## src/rtl/tmp_sensor_i2c_reader.sv

```systemverilog
// rtl/tmp_sensor_i2c_reader.sv - I2C master polling the P3T1035/P3T2030 temperature register
// Define I2C_CLK_STRETCH_EN to let the target stretch SCL in every SCL-release quarter.
module tmp_sensor_i2c_reader #(
    parameter int         CLK_DIV     = 25,
    parameter logic [6:0] SENSOR_ADDR = 7'h48,
    parameter logic [7:0] TEMP_PTR    = 8'h00,
    parameter int         POLL_CYCLES = 100000,
    parameter int         CU_WIDTH    = 16
) (
    input  logic                clk,
    input  logic                rst_n,
    input  logic                poll_en,
    input  logic                scl_i,
    input  logic                sda_i,
    output logic                scl_oe,
    output logic                sda_oe,
    output logic [CU_WIDTH-1:0] sensor_out,
    output logic                sensor_data_valid,
    output logic                nack_err,
    output logic                busy
);
    localparam int QW = $clog2(CLK_DIV);
    localparam int WW = $clog2(POLL_CYCLES + 1);

    typedef enum logic [3:0] {
        S_IDLE, S_START, S_ADDR_W, S_PTR, S_RSTART,
        S_ADDR_R, S_RD_MSB, S_RD_LSB, S_STOP, S_WAIT
    } state_t;

    state_t        state, state_n;
    logic [1:0]    q, q_n;
    logic [3:0]    bit_idx, bit_n;
    logic [QW-1:0] qcnt;
    logic [WW-1:0] wait_cnt;
    logic [1:0]    sda_sync;
    logic          sda_s;
    logic [7:0]    rx_shift, msb, txb;
    logic          nack_flag, tick, hold, seg_end, data_st, scl_n, sda_n, busy_n;

    assign sda_s = sda_sync[1];

`ifdef I2C_CLK_STRETCH_EN
    logic [1:0] scl_sync;
    always_ff @(posedge clk or negedge rst_n) begin
        if (!rst_n) scl_sync <= 2'b11;
        else        scl_sync <= {scl_sync[0], scl_i};
    end
    // Quarter 1 of every bus element is the one that releases SCL.
    assign hold = (state inside {S_START, S_ADDR_W, S_PTR, S_RSTART, S_ADDR_R,
                                 S_RD_MSB, S_RD_LSB, S_STOP})
                  && (q == 2'd1) && !scl_sync[1];
`else
    logic unused_scl;
    assign unused_scl = scl_i;
    assign hold = 1'b0;
`endif

    assign data_st = state inside {S_ADDR_W, S_PTR, S_ADDR_R, S_RD_MSB, S_RD_LSB};
    assign tick    = (state != S_WAIT) && !(state == S_IDLE && !poll_en) && !hold
                     && (qcnt == QW'(CLK_DIV - 1));
    assign seg_end = (q == 2'd3) && (data_st ? (bit_idx == 4'd8) :
                                     (state == S_STOP) ? (bit_idx == 4'd1) : 1'b1);

    function automatic logic [7:0] tx_byte(input state_t s);
        logic [7:0] b;
        case (s)
            S_ADDR_W: b = {SENSOR_ADDR, 1'b0};
            S_PTR:    b = TEMP_PTR;
            default:  b = {SENSOR_ADDR, 1'b1};
        endcase
        return b;
    endfunction

    always_comb begin
        state_n = state;
        q_n     = q;
        bit_n   = bit_idx;
        case (state)
            S_IDLE: if (tick) begin
                state_n = S_START;
                q_n     = 2'd0;
                bit_n   = 4'd0;
            end
            S_WAIT: if (wait_cnt == WW'(POLL_CYCLES - 1)) state_n = S_IDLE;
            default: if (tick) begin
                q_n = q + 2'd1;
                if (q == 2'd3) begin
                    bit_n = bit_idx + 4'd1;
                    if (seg_end) begin
                        bit_n = 4'd0;
                        case (state)
                            S_START:  state_n = S_ADDR_W;
                            S_ADDR_W: state_n = nack_flag ? S_STOP : S_PTR;
                            S_PTR:    state_n = nack_flag ? S_STOP : S_RSTART;
                            S_RSTART: state_n = S_ADDR_R;
                            S_ADDR_R: state_n = nack_flag ? S_STOP : S_RD_MSB;
                            S_RD_MSB: state_n = S_RD_LSB;
                            S_RD_LSB: state_n = S_STOP;
                            S_STOP:   state_n = S_WAIT;
                            default:  state_n = S_IDLE;
                        endcase
                    end
                end
            end
        endcase
    end

    // Pad drive is decoded from the next state so the output flops line up with the FSM.
    always_comb begin
        scl_n  = 1'b0;
        sda_n  = 1'b0;
        txb    = tx_byte(state_n);
        busy_n = state_n inside {S_START, S_ADDR_W, S_PTR, S_RSTART, S_ADDR_R,
                                 S_RD_MSB, S_RD_LSB, S_STOP};
        case (state_n)
            S_START: begin
                scl_n = (q_n == 2'd3);
                sda_n = (q_n >= 2'd2);
            end
            S_RSTART: begin
                scl_n = (q_n == 2'd0) || (q_n == 2'd3);
                sda_n = (q_n >= 2'd2);
            end
            S_STOP: if (bit_n == 4'd0) begin
                scl_n = (q_n == 2'd0);
                sda_n = (q_n <= 2'd1);
            end
            S_ADDR_W, S_PTR, S_ADDR_R: begin
                scl_n = (q_n == 2'd0) || (q_n == 2'd3);
                sda_n = (bit_n < 4'd8) && !txb[3'd7 - bit_n[2:0]];
            end
            S_RD_MSB: begin
                scl_n = (q_n == 2'd0) || (q_n == 2'd3);
                sda_n = (bit_n == 4'd8);
            end
            S_RD_LSB: scl_n = (q_n == 2'd0) || (q_n == 2'd3);
            default: ;
        endcase
    end

    always_ff @(posedge clk or negedge rst_n) begin
        if (!rst_n) begin
            state             <= S_IDLE;
            q                 <= 2'd0;
            bit_idx           <= 4'd0;
            qcnt              <= '0;
            wait_cnt          <= '0;
            sda_sync          <= 2'b11;
            rx_shift          <= 8'h00;
            msb               <= 8'h00;
            nack_flag         <= 1'b0;
            scl_oe            <= 1'b0;
            sda_oe            <= 1'b0;
            busy              <= 1'b0;
            sensor_out        <= '0;
            sensor_data_valid <= 1'b0;
            nack_err          <= 1'b0;
        end else begin
            state             <= state_n;
            q                 <= q_n;
            bit_idx           <= bit_n;
            scl_oe            <= scl_n;
            sda_oe            <= sda_n;
            busy              <= busy_n;
            sda_sync          <= {sda_sync[0], sda_i};
            sensor_data_valid <= 1'b0;
            nack_err          <= 1'b0;
            wait_cnt          <= (state == S_WAIT) ? wait_cnt + WW'(1) : '0;
            if (state == S_WAIT || (state == S_IDLE && !poll_en))
                qcnt <= '0;
            else if (!hold)
                qcnt <= (qcnt == QW'(CLK_DIV - 1)) ? '0 : qcnt + QW'(1);
            if (state == S_IDLE)
                nack_flag <= 1'b0;
            if (tick && q == 2'd2) begin
                if (bit_idx == 4'd8 && (state inside {S_ADDR_W, S_PTR, S_ADDR_R}) && sda_s)
                    nack_flag <= 1'b1;
                if (bit_idx < 4'd8 && (state inside {S_RD_MSB, S_RD_LSB}))
                    rx_shift <= {rx_shift[6:0], sda_s};
            end
            if (tick && seg_end) begin
                if (state == S_RD_MSB)
                    msb <= rx_shift;
                if (state == S_STOP) begin
                    if (nack_flag) begin
                        nack_err <= 1'b1;
                    end else begin
                        sensor_out        <= CU_WIDTH'({msb, rx_shift});
                        sensor_data_valid <= 1'b1;
                    end
                end
            end
        end
    end
endmodule

```

## config.mk

```make
export PLATFORM = sky130hd
export DESIGN_NAME = tmp_sensor_i2c_reader
export DESIGN_NICKNAME = d
export VERILOG_FILES = /design/src/rtl/tmp_sensor_i2c_reader.sv
export SDC_FILE = /design/constraint.sdc
export NUM_CORES = 1
export LEC_CHECK = 0
export ABC_AREA = 0
export ABC_CLOCK_PERIOD_IN_PS = 2600
export CELL_PAD_IN_SITES_DETAIL_PLACEMENT = 1
export CELL_PAD_IN_SITES_GLOBAL_PLACEMENT = 1
export CORE_ASPECT_RATIO = 0.7
export CORE_MARGIN = 3
export CORE_UTILIZATION = 35
export CTS_CLUSTER_SIZE = 14
export DETAILED_ROUTE_END_ITERATION = 16
export DONT_BUFFER_PORTS = 1
export GPL_ROUTABILITY_DRIVEN = 1
export PLACE_DENSITY_LB_ADDON = 0.1
export SETUP_SLACK_MARGIN = 0.15
export SLEW_MARGIN = 20
export SYNTH_ARGS = -nofsm -noshare
export SYNTH_HDL_FRONTEND = slang
export SYNTH_SLANG_ARGS = --single-unit
```

## constraint.sdc

```tcl
create_clock -name clk -period 2.6 [get_ports clk]
set_input_delay 0.26 -clock clk [delete_from_list [all_inputs] [get_ports clk]]
set_output_delay 0.26 -clock clk [all_outputs]
set_load 0.005 [all_outputs]
```

==> summary.md, run 1 <==
| Metric | Value |
|---|---|
| Status | complete, no violations |
| Initial drt markers | 113 |
| Post-synth EDFFs | 0 |
| TritonCTS Buffers | 9 |
| Later-pin clock latency in the skew report | 0.33 ns |
| Post-synth top flop | dfrtp_1 |
| Hold Path End | sda_sync[1] |
| Final net count | 397 |
| Layout Cells excl Fill | 512 |
| Fin crit share | 97.1% |
| CP Class | reg -> reg |
| Cell Area, Synth | 3630 um^2 |
| # diodes | 0 |
| Worst path required time | 2.85 ns |
| Worst R2R Path Depth | 8 |
| Post-route cell area | 4780 um^2 |
| Clk sink count | 72 |
| Power per Cell Area | 506 nW/um^2 |
| Max Root-Sink Buffers | 2 |
| Die height | 91.3 um |
| Fin crit period | 2.52 ns |
| Post-place instance area | 4040 um^2 |
| Pin count of the biggest net entering global routing | 73 |
| Cells after Synth | 324 |
| Clk_skew | 0.00377 ns |
| Final setup fails | 0 |
| Dpl ws | -0.0324 ns |
| Worst-path clk slew | 0.06 ns |
| Sequential area share after synthesis | 49.6% |
| Static Leak | 0.00215 uW |
| Core area | 9910 um^2 |
| Row Count | 30 |
| Relative slew slack | 56.5% |
| Post-synth cell types | 68 |
| RR Startpoint | state[0] |
| Starting density of the core | 36.7% |
| Syn_area_per_cell | 11.2 um^2 |
| Maximum net fanout on the critical path | 5 |
| Max rail drop VDD | 0.000313 V |
| CTS tree | yes |
| Initial antenna violation count | 0 |
| Area contributors post-synth | dfrtp_1, mux2_1, mux2_2, ha_1, nor2_1 |
| Detailed placement HPWL | 6040 um |
| Syn Nets | 342 |
| Vias/cell | 5.26 |
| Gr ovfl total | 0 |
| Arr. time, crit path | 2.78 ns |
| Fin Hold WS | 0.365 ns |
| Max Cap Viol | 0 |
| Routed Antenna Nets | 0 |
| Vias in the first global route | 2876 |
| CP endpoint kind | flop |
| F_max | 396 MHz |
| Total track usage | 16.5% |
| HP Start | sda_sync[0] |
| Inst Count DP | 479 |
| Synth top cells by count | dfrtp_1, nor2_1, mux2_1, mux2_2, inv_1 |
| P&R area growth vs syn | 31.6% |
| Clock H-tree levels | 3 |
| RSZ-0062 raised after global routing | true |
| DRC | 0 |
| Asr flop ratio synth | 100% |
| Input/output buffers | 0 |
| Yosys warning count | 0 |
| Count leader, synth | dfrtp_1 |
| Final WL | 9100 um |
| Worst hold stages | 0 |
| Hold Vio Cnt, Final | 0 |
| IO Pins | 26 |
| First-pass GRT wire length | 15300 um |
| Wirelength per Cell | 17.8 um |
| Die width | 128 um |
| R2r endpoint | sda_oe |
| Layout cells sized above 1 | 34.4% |
| Flop2flop setup slack | 0.08 ns |
| Flops & latches, synth | 72 |
| Post-synth top area share | 48.2% |
| Routability cong. | 0.777 |
| Post-synth top area cell | dfrtp_1 |
| Min-delay worst type | reg -> reg |
| Pins Over Slew Limit | 0 |
| Root buffer cell | clkbuf_16 |
| Final core utilization | 48.3% |
| Worst Max-Slew Pin Slew | 0.647 ns |
| Setup ws final | 0.0752 ns |
| DR pass1 iterations | 4 |
| DIE AREA | 11700 um^2 |
| Vias | 2691 |
| Startpoint types | flop |
==> per-stage QoR <==
stage	total power [uW]	TNS, ns
floorplan	1160	0
finish	2420	0
global route	2520	-0.0640
CTS	2470	0
global placement	1170	-0.0555
detailed placement	1170	-0.0324
==> state kept, by name, summed over array words and instances (netlist names) <==
| name | count |
|---|---|
| state | 4 |
| qcnt | 5 |
| rx_shift | 8 |
| sda_sync | 2 |
| scl_oe | 1 |
| wait_cnt | 17 |
| nack_err | 1 |
| busy | 1 |
| sda_oe | 1 |
| sensor_out | 16 |
| bit_idx | 4 |
| q | 2 |
| sensor_data_valid | 1 |
| msb | 8 |
| nack_flag | 1 |
==> cell families (layout without fill, tap and decap cells) <==
family | count (synthesis) | in the layout | share of synthesized area (%)
compound gates | 54 | 54 | 11.4
xor+xnor | 16 | 16 | 3.86
buf+inv | 32 | 92 | 3.72
fa+ha+maj | 13 | 13 | 4.48
flops | 72 | 72 | 49.6
simple gates | 103 | 103 | 16.5
mux | 34 | 34 | 10.5
==> layer usage <==
metal	routed length, um	GRT usage [%]
met5	0	0
met4	107	4.77
met3	278	4.12
met2	4070	24.4
met1	4640	23.9
==> layout make-up <==
class,count,area [um^2]
inverter,21,81.3
timing repair buffer,55,487
clock inverter,7,77.6
sequential,72,1800
multi-input combinational,220,1950
tap,128,160
fill,1055,5120
clock buffer,9,225
==> critical path, stage by stage, from the launching register on <==
cell and delay [ns]:
dfrtp_1 0.38, or4_4 0.59, o211a_4 0.28, and4_4 0.19, a221oi_4 0.28, inv_2 0.13, nor4_4 0.34, a2bb2oi_4 0.10
o221ai_2 0.16
==> report_power, final <==
group          leakage, uW  switching [uW]  internal [uW]
combinational      0.00101            30.8           15.6
clock             0.000146             492            750
sequential        0.000992            3.76           1130
==> how the worst max path moves through the flow <==
stage / startpoint / end / slack (ns)
after floorplan: state[0] / sda_oe / 0.15
after global placement: bit_idx[1] / sda_oe / -0.04
after detailed placement: qcnt[1] / sda_oe / -0.03
after CTS: state[1] / sda_oe / 0.10
after global routing: state[0] / sda_oe / -0.05
final: state[0] / sda_oe / 0.08
==> timing repair <==
action	in CTS	in global routing
buffers inserted	10	3
endpoints found under the hold margin	73	0
hold buffers	3	0
pin swaps	14	14
endpoints found under the setup margin	5	27
resized for setup	35	16
cloned	0	1
==> cells in the final DEF, fill, tap and decap left out, drive strengths merged, types with 3 or more instances in the layout <==
cell	count
dfrtp	70
xor2	12
clkbuf	10
nor3	5
and4	3
a31oi	3
nand2b	4
buf	52
and3	5
nor2	29
nor4	4
o21ai	10
or3	3
a21oi	12
mux2	32
inv	21
a21o	5
and2	3
nand2	13
ha	13
clkinv	5
nand3	11
nand4	7
nor4bb	3
xnor2	4
(Power assumes the default switching activity.)
==> run 2: changes to the inputs <==
--- a/config.mk
+++ b/config.mk
@@ -17,6 +17,7 @@
 export DONT_BUFFER_PORTS = 1
 export GPL_ROUTABILITY_DRIVEN = 1
 export PLACE_DENSITY_LB_ADDON = 0.1
+export REMOVE_ABC_BUFFERS = 1
 export SETUP_SLACK_MARGIN = 0.15
 export SLEW_MARGIN = 20
 export SYNTH_ARGS = -nofsm -noshare
==> constraint.sdc (replaced) <==
create_clock -name clk -period 2.6 [get_ports clk]
set_input_delay 0.39 -clock clk [delete_from_list [all_inputs] [get_ports clk]]
set_output_delay 0.39 -clock clk [all_outputs]
set_load 0.005 [all_outputs]
==> run 2 against run 1 <==
Sequential share of layout area up 0.26 points; via count shrank 2.2%; cell count down 1.2%; count of clock-buffer cells in the layout is 1 higher; utilization shrank 0.33 points; wire length up 0.23%; first-iteration DRC count decreased by 1.8%; design area decreased by 0.68%; global-route usage fell by 0.25 points; largest cell class unchanged.
==> summary.md, run 2 (same netlist as run 1, synthesis figures left out) <==
| Metric | Value |
|---|---|
| Multi-input combinational cell area | 1920 um^2 |
| Max Cap Viol | 0 |
| R2r endpoint | scl_oe |
| Final net count | 391 |
| Row Count | 30 |
| Worst hold stages | 0 |
| Pint | 1990 uW |
| TritonCTS Buffers | 9 |
| Die width | 128 um |
| Critical-path cell list | or4_4, o211a_4, and4_4, a221oi_4, inv_2, nor4_4, nand3_1, o311ai_2 |
| Relative slew slack | 56.0% |
| F_max | 394 MHz |
| Final core utilization | 48.0% |
| DRC | 0 |
| Min-delay worst type | in -> reg |
| P&R area growth vs syn | 30.7% |
| Largest Register | wait_cnt |
| DIE AREA | 11700 um^2 |
| Final setup fails | 0 |
| Layout Cells excl Fill | 506 |
| RR Startpoint | state[1] |
| Routed Antenna Nets | 0 |
| Power Total | 2510 uW |
| Wirelength per Cell | 18.0 um |
| Pin count of the biggest net entering global routing | 73 |
| Clk_skew | 0.00586 ns |
| Flop2flop setup slack | 0.06 ns |
| Vias in the first global route | 2805 |
| Pins Over Slew Limit | 0 |
| CP Class | reg -> reg |
| Total track usage | 16.3% |
| Clk pwr share | 53.2% |
| Core area | 9910 um^2 |
| Slowest-stage cell, CP | or4_4 |
| Fin crit period | 2.54 ns |
| Max rail drop VDD | 0.000328 V |
| Sequential share of power | 45.0% |
| Reg area | 1800 um^2 |
| Layout cells sized above 1 | 35.4% |
| # diodes | 0 |
| Arr. time, crit path | 2.77 ns |
| First-pass GRT wire length | 14900 um |
| RSZ-0062 raised after global routing | true |
| Clk sink count | 72 |
| Worst-path clk slew | 0.06 ns |
| Die height | 91.3 um |
| Input/output buffers | 0 |
| Later-pin clock latency in the skew report | 0.33 ns |
| Static Leak | 0.00210 uW |
| Logic pwr share | 1.9% |
| Routability cong. | 0.798 |
| Startpoint types | flop |
| Root buffer cell | clkbuf_16 |
| Gr ovfl total | 0 |
| Worst path required time | 2.83 ns |
| Maximum net fanout on the critical path | 5 |
| Hold Vio Cnt, Final | 0 |
| Power per Cell Area | 529 nW/um^2 |
| Max stage delay on crit path | 0.57 ns |
| Initial drt markers | 111 |
| Status | complete, no violations |
| CP endpoint kind | flop |
| Vias/cell | 5.20 |
| Starting density of the core | 36.7% |
| Clock H-tree levels | 3 |
| Psw | 525 uW |
| HP Start | sda_i |
| Hold Path End | sda_sync[0] |
| IO Pins | 26 |
| Initial antenna violation count | 0 |
| Max FFs per register | 17 |
| Setup TNS | 0 ns |
| Max Root-Sink Buffers | 2 |
| Fin crit share | 97.7% |
| Switching fraction of total power | 20.9% |
| Worst R2R Path Depth | 8 |
| DR pass1 iterations | 4 |
| Fin Hold WS | 0.0526 ns |
| Crit path from | state[1] |
| Most common cell after layout, fill and taps aside | dfrtp_1 |
| Detailed placement HPWL | 6200 um |
| Vias | 2631 |
| Final WL | 9120 um |
| Inst Count DP | 483 |
| Worst Max-Slew Pin Slew | 0.655 ns |
| CTS tree | yes |
| Fill count | 1085 |
| Commonest cells after routing, fill and taps aside | dfrtp_1, buf_4, nor2_1 |
| Largest registers | wait_cnt x17, sensor_out x16 |
## run 2: cell types whose count changed in the layout (fill, tap and decap cells not counted), moves of 2 or more
| cell | delta |
|---|---|
| mux2_1 | -10 |
| buf_6 | -2 |
| buf_4 | -5 |
| mux2_4 | +10 |
| nand2b_1 | +2 |
| ha_1 | -2 |
| nand2b_4 | -3 |
## run 2: layout make-up
class | count | share of cell area (%)
clock inverter | 6 | 1.95
sequential | 72 | 38.0
multi-input combinational | 220 | 40.5
tap | 128 | 3.37
clock buffer | 10 | 4.82
timing repair buffer | 49 | 9.72
inverter | 21 | 1.71
## run 2: per-stage QoR
stage          instance area, um^2  worst slack (ns)
5_1_grt                       4750           -0.0657
6_report                      4750            0.0606
3_3_place_gp                  4080           -0.0181
3_5_place_dp                  4080           -0.0158
4_1_cts                       4530            0.0604
2_1_floorplan                 3580            -0.161
## run 2: how the worst max path moves through the flow
stage	to	depth (start not counted)
after floorplan	sda_oe	11
after global placement	sda_oe	12
after detailed placement	sda_oe	12
after CTS	scl_oe	10
after global routing	scl_oe	10
final	scl_oe	8
## run 2: worst max-delay path, delay by kind of cell, from the launching register on
kind                   cells  cell delay [ns]
AND/OR/NAND/NOR            4             1.17
flip-flops                 1             0.39
buffers and inverters      1             0.14
AO/OA/AOI/OAI              3             0.73
## run 2: repair_timing
item | 4_1_cts | 5_1_grt
gates cloned | 0 | 2
buffers inserted | 3 | 0
pin swaps | 6 | 12
setup endpoints to repair | 3 | 27
resized for setup | 15 | 35
hold endpoints to repair | 72 | 0
hold buffers | 2 | 0
## run 2: layer usage
metal | share of wire, % | track usage [%] | wire length (um)
met1 | 54 | 24.8 | 4890
met5 | 0 | 0 | 0
met2 | 42 | 22.4 | 3800
met3 | 3.8 | 3.82 | 342
met4 | 1.0 | 5.04 | 91
## run 2: power groups by stage
stage          clock network (uW)  registers (uW)  logic, uW
2_1_floorplan                   0            1150       10.3
3_3_place_gp                    0            1150       19.1
3_5_place_dp                    0            1150       19.8
4_1_cts                      1370            1130       49.9
5_1_grt                      1440            1130       56.0
6_report                     1340            1130       46.8
==> variant 1, RTL diff (config.mk and constraints of run 2) <==
Add a define of `I2C_CLK_STRETCH_EN`.
--- a/src/rtl/tmp_sensor_i2c_reader.sv
+++ b/src/rtl/tmp_sensor_i2c_reader.sv
@@ -1,4 +1,6 @@
 // rtl/tmp_sensor_i2c_reader.sv - I2C master polling the P3T1035/P3T2030 temperature register
 // Define I2C_CLK_STRETCH_EN to let the target stretch SCL in every SCL-release quarter.
+`define I2C_CLK_STRETCH_EN
+
 module tmp_sensor_i2c_reader #(
     parameter int         CLK_DIV     = 25,
Behaviour: same outputs for any inputs over 10 cycles, from zero or initial values and one cycle with rst_n low; that may be too few to reach the edited logic, so the function may still have changed.
==> variant 1 against run 2 <==
  * The flow now finishes with violations (negative setup slack)
  * Sequential cell count increased by 2
  * Wire length increased by 15%
  * Synthesized area increased by 5.3%
  * Design area increased by 11%
  * Setup slack got worse by 0.40 ns
  * Via count increased by 11%
  * Largest cell class unchanged
Power is not compared: it rests on default switching activity, and its combinational part moved more than twofold at a synthesized area within 25%.
==> variant 1: results <==
metrics = {
    "clocking": {
        "cts_buffers": 9,
        "clk_root_buffer_cell": "clkbuf_16",
        "clk_latency_ns": 0.34,
        "clockBufferDepth": 2,
    },
    "timing": {
        "tns_ns": -4.19,
        "setup_ws_ns": -0.336,
        "setup_viol": 26,
        "relSlewSlack_pct": 73.1,
        "skew_ns": 0.00917,
    },
    "layout": {
        "final_nets": 441,
        "n_antenna_cell": 0,
        "layout-drive-gt1-share_pct": 42.9,
    },
    "yosys": {
        "synthCells": 336,
        "synth_commonest_cells": "70 x dfrtp_1, 33 x mux2_2, 26 x nor2_1",
        "ys.flop_type": "dfrtp_1",
        "ys_types": 63,
        "ys_seq_area_share_pct": 48.5,
        "synth_top_cells_by_area": "dfrtp_1 46%, mux2_2 9.7%, ha_1 4.6%",
        "ys_warn_count": 0,
        "synth_edf_count": 0,
    },
    "placed_design": {
        "placedCellCount": 539,
        "place_ws_ns": -0.509,
        "numPortBuffers": 0,
        "place_area_mm2": 0.00445,
        "dp_hpwl_mm": 7.27,
        "gp_congestion": 0.781,
    },
    "drt": {
        "drt_wl_total_mm": 10.5,
        "first_pass_iters": 4,
        "first_iter_violations": 158,
        "vias": 2929,
        "wl_per_cell_um": 18.2,
    },
    "worst_setup_path": {
        "worst-endpoint-arrival_ns": 3.18,
        "critPathLaunch": "state[0]",
        "cp_max_fo": 4,
        "r2r_start": "state[0]",
        "slowest_stage": "nor4b_4",
        "slowest_delay_ns": 0.42,
    },
    "global_routing": {
        "antenna_found_initial": 0,
        "grt_pass1_wl_mm": 16.9,
        "first_global_vias": 3062,
        "grt_max_degree": 75,
        "grt_use_total_pct": 18.2,
    },
    "status": {
        "violations": "negative setup slack",
        "status": "complete, but fails checks",
    },
    "min_path": {
        "min_from": "scl_i",
    },
    "power_and_ir_drop": {
        "ir_drop_v": 0.000314,
    },
}
-- variant 1: cells by family (layout without fill, tap and decap cells) --
| family | Yosys count | in the layout | synth area share (%) |
|---|---|---|---|
| buf+inv | 27 | 118 | 3.60 |
| xor+xnor | 17 | 17 | 3.89 |
| mux | 34 | 34 | 9.97 |
| simple gates | 118 | 118 | 19.2 |
| compound gates | 52 | 52 | 10.2 |
| flops | 74 | 74 | 48.5 |
| fa+ha+maj | 14 | 14 | 4.58 |
-- variant 1: area by class of cell --
class / count / area, µm²
Fill cell: 1115 / 5260
Multi-Input combinational cell: 235 / 2110
Sequential cell: 74 / 1860
Timing Repair Buffer: 89 / 787
Clock buffer: 11 / 233
Tap cell: 148 / 185
Inverter: 13 / 53.8
Clock inverter: 5 / 31.3
-- variant 1: routing by layer --
layer	global-route usage [%]	up-vias	share of wire, %
li1	-	1381	-
met1	28.9	1481	53
met2	23.8	55	41
met3	4.51	12	4.1
met4	5.05	0	1.3
met5	0	-	0
-- variant 1: worst paths after layout --
| kind | endpoint | slack, ns | cells after the start |
|---|---|---|---|
| max | sda_oe | -0.34 | 13 |
| min | scl_sync[0] | 0.04 | 0 |
| max reg2reg | sda_oe | -0.34 | 13 |
| min reg2reg | scl_sync[1] | 0.36 | 0 |
| max in group asynchronous | sda_sync[1] | 1.62 | 2 |
| min in group asynchronous | wait_cnt[2] | 0.63 | 2 |
-- variant 1: report_power, final --
group | switching (mW) | total (mW) | internal (mW)
sequential | 0.0274 | 1.23 | 1.21
clock | 0.477 | 1.12 | 0.643
combinational | 0.242 | 0.494 | 0.252
-- variant 1: repair_timing --
action                                  in CTS  in global routing
hold buffers                                 2                  0
endpoints found under the setup margin      41                 43
endpoints found under the hold margin       74                  0
setup buffers                               15                  2
pin swaps                                   14                 13
cloned                                       1                  0
resized for setup                           64                 20
==> variant 2, RTL diff (config.mk and constraints of run 2) <==
Made on the original files. One comparison of `bit_idx` changes from == to >=.
--- a/src/rtl/tmp_sensor_i2c_reader.sv
+++ b/src/rtl/tmp_sensor_i2c_reader.sv
@@ -174,5 +174,5 @@
                 nack_flag <= 1'b0;
             if (tick && q == 2'd2) begin
-                if (bit_idx == 4'd8 && (state inside {S_ADDR_W, S_PTR, S_ADDR_R}) && sda_s)
+                if (bit_idx >= 4'd8 && (state inside {S_ADDR_W, S_PTR, S_ADDR_R}) && sda_s)
                     nack_flag <= 1'b1;
                 if (bit_idx < 4'd8 && (state inside {S_RD_MSB, S_RD_LSB}))
Function: no difference found for any inputs over 10 cycles, from zero or initial values and one cycle with rst_n low; that may be too few to reach the edited logic, so the function may still have changed.
==> variant 2 against run 2 <==
  * The run now ends with negative setup slack left
  * Setup slack worse by 0.11 ns
  * Synthesized area shrank 0.41%
  * Critical path type unchanged
  * Largest cell class unchanged
  * Core utilization is 3.3 points higher
  * Wire length rose by 8.4%
  * Sequential cell count is the same
  * Clock power decreased by 3%
  * Count of clock-buffer cells in the layout fell by 1
  * Power fell by 2.6%
  * Design area up 6.6%
  * Fmax down 4.1%
==> variant 2: results <==
metrics = {
    "status": {
        "status": "complete, but fails checks",
        "violations": "negative setup slack",
    },
    "drt": {
        "viasPerCell": 5.24,
        "first_iter_violations": 131,
    },
    "global_routing": {
        "grtUsageMet2_pct": 25.3,
        "grt_use_total_pct": 17.1,
        "met3_usage_pct": 4.59,
        "grt_pass1_wl_mm": 15.6,
        "grt_util_met1_pct": 24.3,
        "first_global_vias": 2930,
    },
    "yosys": {
        "synth_commonest_cells": "70 x dfrtp_1, 32 x mux2_2, 27 x nor2_1",
        "ys_seq_area_share_pct": 49.8,
        "ys_types": 58,
    },
    "timing": {
        "worst_slew_pin_slew_ns": 0.663,
        "holdWs_ns": 0.0485,
        "setup_ws_ns": -0.0491,
        "setup_viol": 1,
        "skew_ns": 0.00728,
    },
    "layout": {
        "layout-drive-gt1-share_pct": 42.4,
        "fillers": 1032,
    },
    "power_and_ir_drop": {
        "power.leakage_nw": 2.23,
        "ir_drop_v": 0.000343,
    },
    "worst_setup_path": {
        "cp_max_fo": 6,
        "r2r_start": "state[0]",
        "reg2reg_to": "sda_oe",
        "reg2reg_depth": 10,
    },
    "placed_design": {
        "gp_congestion": 0.847,
    },
}
[variant 2: cell count changes in the layout (fill, tap and decap cells not counted), moves of 4 or more]
cell and delta:
buf_4 +19, buf_6 +13, or3_1 +5, mux2_1 -4, mux2_4 +4, nor3_4 +4
o21ai_1 +4
[variant 2: worst max path at each step]
stage                        start            end  slack, ns  cells after the start
after global placement    state[2]         sda_oe      -0.13                      8
after global routing      state[0]         sda_oe      -0.16                     10
final                     state[0]         sda_oe      -0.05                     10
after floorplan           state[1]  sensor_out[0]      -0.07                      5
after detailed placement  state[2]         sda_oe      -0.18                      8
after CTS                  qcnt[1]         sda_oe      -0.02                     10
[variant 2: layer usage]
layer  vias to the layer above  part of all wire [%]
met5                         -                     0
li1                       1346                     -
met2                        45                    45
met1                      1423                    50
met3                         7                   3.6
met4                         0                   1.0
[variant 2: cells by family (layout without fill, tap and decap cells)]
| kind of cell | Yosys count | count (layout) | share of synthesized area, % |
|---|---|---|---|
| AND/OR/NAND/NOR | 111 | 111 | 17.6 |
| AO/OA/AOI/OAI | 54 | 54 | 10.4 |
| flip-flops | 72 | 72 | 49.8 |
| multiplexers | 33 | 33 | 10.2 |
| adder cells (fa/ha/maj) | 13 | 13 | 4.49 |
| buffers and inverters | 29 | 111 | 3.53 |
| XOR/XNOR | 16 | 16 | 3.87 |
[variant 2: worst max-delay path, stage by stage, from the launching register on]
cell and delay (ns):
dfrtp_2 0.47, nor4bb_4 0.19, buf_4 0.16, a211o_4 0.34, buf_6 0.14, or3_1 0.33, o211ai_1 0.26, buf_4 0.18
nand3_2 0.07, a211o_1 0.31, o221ai_2 0.12
[variant 2: metrics by stage]
step	TNS [ns]	instance area, µm²	cells
after floorplan	-1.11	3550	315
after global placement	-0.126	4110	494
after detailed placement	-0.218	4110	494
after CTS	-0.0173	4710	527
after global routing	-0.179	5060	538
final	-0.0491	5060	538
[variant 2: what timing repair did]
item                                    CTS  global route
endpoints found under the hold margin    72             0
setup buffers                            15            10
resized for setup                        35            58
pin swaps                                15            23
gates cloned                              0             1
hold buffers                              2             0
endpoints found under the setup margin   27            28
[variant 2: cell type report]
cell class / instances / area, µm² / share of cell area, %
multi-input cells: 227 / 2020 / 39.8
flip-flops and latches: 72 / 1810 / 35.7
repair buffers: 79 / 706 / 13.9
clock buffers: 9 / 225 / 4.45
well taps: 128 / 160 / 3.16
clock inverters: 7 / 86.3 / 1.70
inverters: 16 / 62.6 / 1.24
[variant 2: report_power, final]
part	switching, mW	internal [mW]	total [mW]	leakage, nW
registers	0.000548	1.12	1.12	0.952
clock network	0.531	0.765	1.30	0.150
logic	0.0225	0.00538	0.0279	1.13
total	0.555	1.89	2.45	2.23
